==> src/rtl/divisor_datapath_pkg.sv <==
// Shared definitions for the restoring divider datapath: state indices of the
// one-hot controller vector, default sizes and the Est decoder.
package divisor_datapath_pkg;

  localparam int DEF_WIDTH = 16;
  localparam int DEF_CNT_W = 5;

  typedef enum logic [2:0] {
    EST_IDLE  = 3'd0,
    EST_LOAD  = 3'd1,
    EST_INIT  = 3'd2,
    EST_SHIFT = 3'd3,
    EST_SUB   = 3'd4,
    EST_CNT   = 3'd5,
    EST_FIN   = 3'd6,
    EST_HOLD  = 3'd7
  } est_idx_e;

  // One strobe per active controller state; idle has no action of its own.
  typedef struct packed {
    logic load;
    logic init;
    logic shift;
    logic sub;
    logic cnt;
    logic fin;
    logic hold;
  } ctl_t;

  function automatic logic est_is_onehot(input logic [7:0] est);
    return (est != 8'd0) && ((est & (est - 8'd1)) == 8'd0);
  endfunction

  // Zero or multi-hot Est decodes to no strobes, so every register holds.
  function automatic ctl_t decode_est(input logic [7:0] est);
    ctl_t c;
    // NOTE: every field gets a default before any conditional assignment,
    // so no path leaves a value unassigned and no latch is implied.
    c = '0;
    if (est_is_onehot(est)) begin
      c.load  = est[EST_LOAD];
      c.init  = est[EST_INIT];
      c.shift = est[EST_SHIFT];
      c.sub   = est[EST_SUB];
      c.cnt   = est[EST_CNT];
      c.fin   = est[EST_FIN];
      c.hold  = est[EST_HOLD];
    end
    return c;
  endfunction

endpackage

==> src/rtl/divisor_datapath_cont_iter_carga.sv <==
// Loadable down-counter for the divider iteration count, with a nonzero flag
// that the controller uses to decide whether to loop again.
module cont_iter_carga
  import divisor_datapath_pkg::*;
#(
  parameter int CNT_W = DEF_CNT_W
) (
  input  logic             clk,
  input  logic             reset,
  input  logic             i_load,
  input  logic             i_dec,
  input  logic [CNT_W-1:0] i_load_val,
  output logic             o_nonzero
);

  logic [CNT_W-1:0] r_cnt;

  // NOTE: the reset is asynchronous and active-low, so it sits in the
  // sensitivity list and wins over every other branch.
  always_ff @(posedge clk or negedge reset) begin
    if (!reset) begin
      // NOTE: sequential state is written with <= so every register samples
      // the pre-edge values of its neighbours.
      r_cnt <= '0;
    end else if (i_load) begin
      r_cnt <= i_load_val;
    end else if (i_dec && (r_cnt != '0)) begin
      r_cnt <= r_cnt - CNT_W'(1);
    end
  end

  assign o_nonzero = (r_cnt != '0);

endmodule

==> src/rtl/divisor_datapath.sv <==
// Datapath of the 16-bit restoring shift-subtract divider, driven only by the
// controller's one-hot state vector Est and feeding back its branch flags.
module divisor_datapath
  import divisor_datapath_pkg::*;
#(
  parameter int WIDTH = DEF_WIDTH,
  parameter int CNT_W = DEF_CNT_W
) (
  input  logic             clk,
  input  logic             reset,
  input  logic [7:0]       Est,
  input  logic [WIDTH-1:0] dividend_in,
  input  logic [WIDTH-1:0] divisor_in,
  output logic             divisorNoCero,
  output logic             Cont16NoCero,
  output logic [WIDTH-1:0] quotient,
  output logic [WIDTH-1:0] remainder,
  output logic             done,
  output logic             div_by_zero
);

  ctl_t             w_ctl;
  logic [WIDTH:0]   w_diff;
  logic             w_b_zero;
  logic             w_cnt_nz;

  logic [WIDTH-1:0] r_a;
  logic [WIDTH-1:0] r_r;
  logic [WIDTH-1:0] r_b;
  logic [WIDTH-1:0] r_quot;
  logic [WIDTH-1:0] r_rem;
  logic             r_done;
  logic             r_dbz;

  assign w_ctl    = decode_est(Est);
  // The extra top bit is the borrow: set means R < B and the trial fails.
  assign w_diff   = {1'b0, r_r} - {1'b0, r_b};
  assign w_b_zero = (r_b == '0);

  cont_iter_carga #(
    .CNT_W (CNT_W)
  ) u_cnt (
    .clk        (clk),
    .reset      (reset),
    .i_load     (w_ctl.init),
    .i_dec      (w_ctl.cnt),
    .i_load_val (CNT_W'(WIDTH)),
    .o_nonzero  (w_cnt_nz)
  );

  always_ff @(posedge clk or negedge reset) begin
    if (!reset) begin
      r_a <= '0;
      r_r <= '0;
      r_b <= '0;
    end else begin
      if (w_ctl.load) begin
        r_a <= dividend_in;
        r_b <= divisor_in;
      end
      if (w_ctl.init) begin
        r_r <= '0;
      end
      if (w_ctl.shift) begin
        {r_r, r_a} <= {r_r[WIDTH-2:0], r_a, 1'b0};
      end
      if (w_ctl.sub) begin
        if (!w_diff[WIDTH]) begin
          r_r    <= w_diff[WIDTH-1:0];
          r_a[0] <= 1'b1;
        end else begin
          r_a[0] <= 1'b0;
        end
      end
    end
  end

  // Result registers hold through hold/idle until the next load clears done.
  always_ff @(posedge clk or negedge reset) begin
    if (!reset) begin
      r_quot <= '0;
      r_rem  <= '0;
      r_done <= 1'b0;
      r_dbz  <= 1'b0;
    end else begin
      if (w_ctl.load) begin
        r_done <= 1'b0;
        r_dbz  <= 1'b0;
      end
      if (w_ctl.fin) begin
        r_quot <= r_a;
        r_rem  <= r_r;
        r_done <= 1'b1;
      end
      // A zero divisor skips the iterations; A still holds the dividend.
      if (w_ctl.hold && w_b_zero) begin
        r_quot <= '1;
        r_rem  <= r_a;
        r_dbz  <= 1'b1;
        r_done <= 1'b1;
      end
    end
  end

  assign divisorNoCero = !w_b_zero;
  assign Cont16NoCero  = w_cnt_nz;
  assign quotient      = r_quot;
  assign remainder     = r_rem;
  assign done          = r_done;
  assign div_by_zero   = r_dbz;

endmodule

==> config.mk <==
export PLATFORM = sky130hd
export DESIGN_NAME = divisor_datapath
export DESIGN_NICKNAME = d
export VERILOG_FILES = /design/src/rtl/divisor_datapath_pkg.sv /design/src/rtl/divisor_datapath_cont_iter_carga.sv /design/src/rtl/divisor_datapath.sv
export SDC_FILE = /design/constraint.sdc
export NUM_CORES = 1
export LEC_CHECK = 0
export ABC_CLOCK_PERIOD_IN_PS = 5910
export CELL_PAD_IN_SITES_DETAIL_PLACEMENT = 1
export CELL_PAD_IN_SITES_GLOBAL_PLACEMENT = 1
export CORE_UTILIZATION = 46
export CTS_BUF_LIST = sky130_fd_sc_hd__clkbuf_4 sky130_fd_sc_hd__clkbuf_8
export DETAILED_ROUTE_END_ITERATION = 12
export GPL_TIMING_DRIVEN = 0
export PLACE_DENSITY_LB_ADDON = 0.12
export SLEW_MARGIN = 20
export SYNTH_ARGS = -nofsm -noshare
export SYNTH_HDL_FRONTEND = slang
export SYNTH_SLANG_ARGS = --single-unit
==> constraint.sdc <==
create_clock -name clk -period 5.91 [get_ports clk]
set_input_delay 1.182 -clock clk [delete_from_list [all_inputs] [get_ports clk]]
set_output_delay 1.182 -clock clk [all_outputs]
set_load 0.02 [all_outputs]
==> run summary <==
Vias/cell -> 5.672
CTS tree -> built
Number of core rows -> 37
Hold Vio Cnt, Final -> 0
Clock Sinks -> 87
DRT iter0 DRCs -> 156
Net Count, Synth -> 578
Syn Inst Count -> 517
Number of synthesis warnings -> 0
Worst slew pin tran -> 0.8197 ns
FF+latch area -> 2177 um2
Placeable core area -> 10280 um2
FF+latch count, synth -> 87
Average wire per standard cell -> 17.76 um
Hold buffers post-CTS -> 0
Async S/R FF share, synth -> 1.000
Reg2Reg Depth -> 10
Synth area leader -> dfrtp_1
Multi-input gate area -> 2469 um2
Mux contribution to synthesized area -> 0.1002
Max-Cap Viols -> 0
Fin. max-slew vios -> 0
Die area -> 10940 um2
Post-Synth XOR/XNOR Area -> 0.02351
Largest net degree at the start of global routing -> 48
Clock root buffer -> clkbuf_8
Vias in the first global route -> 4422
Fin crit share -> 0.5980
Slew margin rel. -> 0.4515
Inserted Clock Buffers -> 9
Grt ovf -> 0
Fin Clk Skew -> 0.01355 ns
M1 GR Usage -> 0.3374
Avg Cell Area, Syn -> 9.368 um2
Seq pwr share -> 0.369
Fillers -> 1181
Final WS setup -> 2.376 ns
Total Nets Final -> 666
Detailed-route DRC error count -> 0
Die X -> 104.6 um
I/O pin total -> 78
Worst-skew pair later-pin latency -> 0.38 ns
DR vias -> 4231
Worst Hold End -> quotient[15]
Synth Area in Compound Gates -> 0.1602
Worst R2R Start -> r_r[0]
H-tree Lvls -> 3
All-Layer GR Usage -> 0.2619
FMAX -> 282.9 MHz
Reg clk slew, reported paths -> 0.09 ns
Top cells by area, synth -> dfrtp_1 (45%), nand2_1 (7.6%), mux2i_1 (6.0%)
R2R Path End -> r_r[7]
HPWL Detailed -> 10170 um
Startpoint Class -> primary input
Leakage power -> 2.769 nW
Clk buf depth -> 2
GR peak layer -> met2
Simple-gate share of the synthesized area -> 0.1751
Max VDD drop -> 0.1931 mV
Setup violators final -> 0
Synth Area in Adders -> 0.05063
Proportion of layout cells with a drive suffix above 1 -> 0.08197
Cell area after synthesis -> 4843 um2
Starting Density -> 0.4713
CP Class -> primary input to flip-flop
Area delta synth->final -> 24.10%
Critical Path Sink Type -> flip-flop
Critical Path Fanout Max -> 10
Final antenna-violating net count -> 0
Hold_sp -> quotient[15]
Switching power share of the total -> 0.3936
FF-to-FF setup slack -> 3.02 ns
Combinational group share of total power -> 0.441
Clock network power share -> 0.190
Initial antenna violation count -> 0
Main combinational cell family by area after synthesis -> simple AND/OR/NAND/NOR gates
Drt pass-1 iters -> 4
Hold Path Class -> flip-flop to flip-flop
Seq/Total Area, Yosys -> 0.4495
Postcts setup bufs -> 0
WP data required -> 6.15 ns
Top-area cell type share of the netlist area -> 0.4495
Switch Pwr -> 0.9693 mW
Crit path DAT -> 3.77 ns
Met3 layer usage reported by global route -> 0.03119
Synth unique cells -> 52
Routability cong. -> 0.8471
Setup TNS -> 0 ns
M2 GR Usage -> 0.4551
Min Tclk post-route -> 3.534 ns
First-pass GRT wire length -> 22580 um
Chip height -> 104.6 um
Hold path depth -> 2
Top_reg_cell synth -> dfrtp_1
RSZ-0062 raised after global routing -> false
PortBufs -> 76
Post-synth EDFFs -> 0
# diodes -> 0
Number of gates resized after CTS -> 0
Internal -> 1.493 mW
Pre-CTS WS -> 1.950 ns
Routed wire length -> 13250 um
PD cells -> 409.7 nW/um2
Status -> completed
==> critical path, cell delays in order <==
cell             delay (ns)
clkdlybuf4s50_1        0.54
nor2_1                 0.28
o211ai_1               0.20
a2111oi_4              0.53
o21ai_1                0.38
buf_2                  0.33
mux2i_1                0.21
o21ai_0                0.11
==> flip-flops by register name, indices dropped and copies added, names as in the netlist <==
register,count
done,1
quotient,16
div_by_zero,1
u_cnt.r_cnt,5
r_b,16
remainder,16
r_a,16
r_r,16
==> layer usage <==
layer	share of wire	vias to the layer above	wire length [um]
met2	0.52	96	6825
met3	0.031	16	410
met5	0	-	0
met4	0.018	0	242
met1	0.44	2124	5771
li1	-	1995	-
==> cell usage after synthesis, types with 4 or more instances <==
library cell and n:
clkbuf_1 20, dfrtp_1 87, a31oi_1 17, a21oi_1 16
mux2i_1 29, buf_2 5, a22oi_1 16, nand2b_1 7
nor2_1 30, mux2_2 16, o21ai_0 30, xnor2_1 6
a21o_1 5, inv_1 23, nor4_1 4, or3_1 5
xor2_1 7, nand4_1 5, nand2_1 98, ha_1 18
nand3_1 19, nor2b_1 6
==> worst max path at each step <==
stage | startpoint | endpoint | cells past startpoint | slack, ns
final | Est[4] | r_a[9] | 8 | 2.38
after global routing | Est[4] | r_a[7] | 8 | 2.25
after detailed placement | Est[4] | r_a[3] | 8 | 1.95
after CTS | Est[0] | r_b[14] | 7 | 2.36
after global placement | reset | r_b[0] | 1 | 0.49
after floorplan | Est[1] | r_r[7] | 8 | 2.83
==> cells in the final DEF, fill, tap and decap left out, drive strengths merged, types with 3 or more instances in the layout <==
cell	Yosys	routed
clkbuf	20	29
nand4	5	5
nor2b	6	6
a31oi	17	17
nor2	31	31
nor4	4	4
mux2	17	17
nand3	19	19
mux2i	29	29
o2111ai	3	3
o31ai	3	3
a21oi	16	16
xor2	7	7
o211ai	3	3
a22oi	16	16
nand2	98	98
inv	23	25
o21ai	33	33
nand2b	7	7
dfrtp	87	87
xnor2	6	6
nor3	4	4
a21boi	3	3
o21a	3	3
ha	18	18
clkdlybuf4s50	0	75
a21o	5	5
buf	6	8
or3	5	5
==> power by group through the flow <==
stage | sequential, mW | combinational, mW | clock (mW)
floorplan | 0.927 | 0.687 | 0
global placement | 0.907 | 1.03 | 0
detailed placement | 0.916 | 1.08 | 0
CTS | 0.907 | 1.09 | 0.480
global route | 0.929 | 1.21 | 0.504
finish | 0.908 | 1.09 | 0.469
==> layout make-up <==
class                   count  area share
clock inverters             7     0.01582
clock buffers               9     0.02061
flip-flops and latches     87      0.3622
multi-input cells         381      0.4107
plain buffers              26     0.01853
inverters                  23     0.01436
repair buffers             77      0.1295
well taps                 136     0.02831
==> metrics by stage <==
step                      hold slack [ns]  instance area [um2]  cells    util  power (mW)
after floorplan                    0.4774                 4843    517       -       1.613
after global placement             0.4597                 5774    729  0.5618       1.937
after detailed placement           0.4826                 5792    730  0.5636       1.996
after CTS                          0.5036                 6011    746  0.5849       2.473
after global routing               0.5200                 6011    746  0.5849       2.642
final                              0.4963                 6011    746  0.5849       2.463
==> logic make-up (layout without fill, tap and decap cells) <==
| logic type | count (synthesis) | after routing |
|---|---|---|
| adder cells (fa/ha/maj) | 19 | 19 |
| AND/OR/NAND/NOR | 188 | 188 |
| XOR/XNOR | 13 | 13 |
| flip-flops | 87 | 87 |
| buffers and inverters | 49 | 142 |
| AO/OA/AOI/OAI | 115 | 115 |
| multiplexers | 46 | 46 |
No activity file was read; power rests on OpenSTA's default activity.
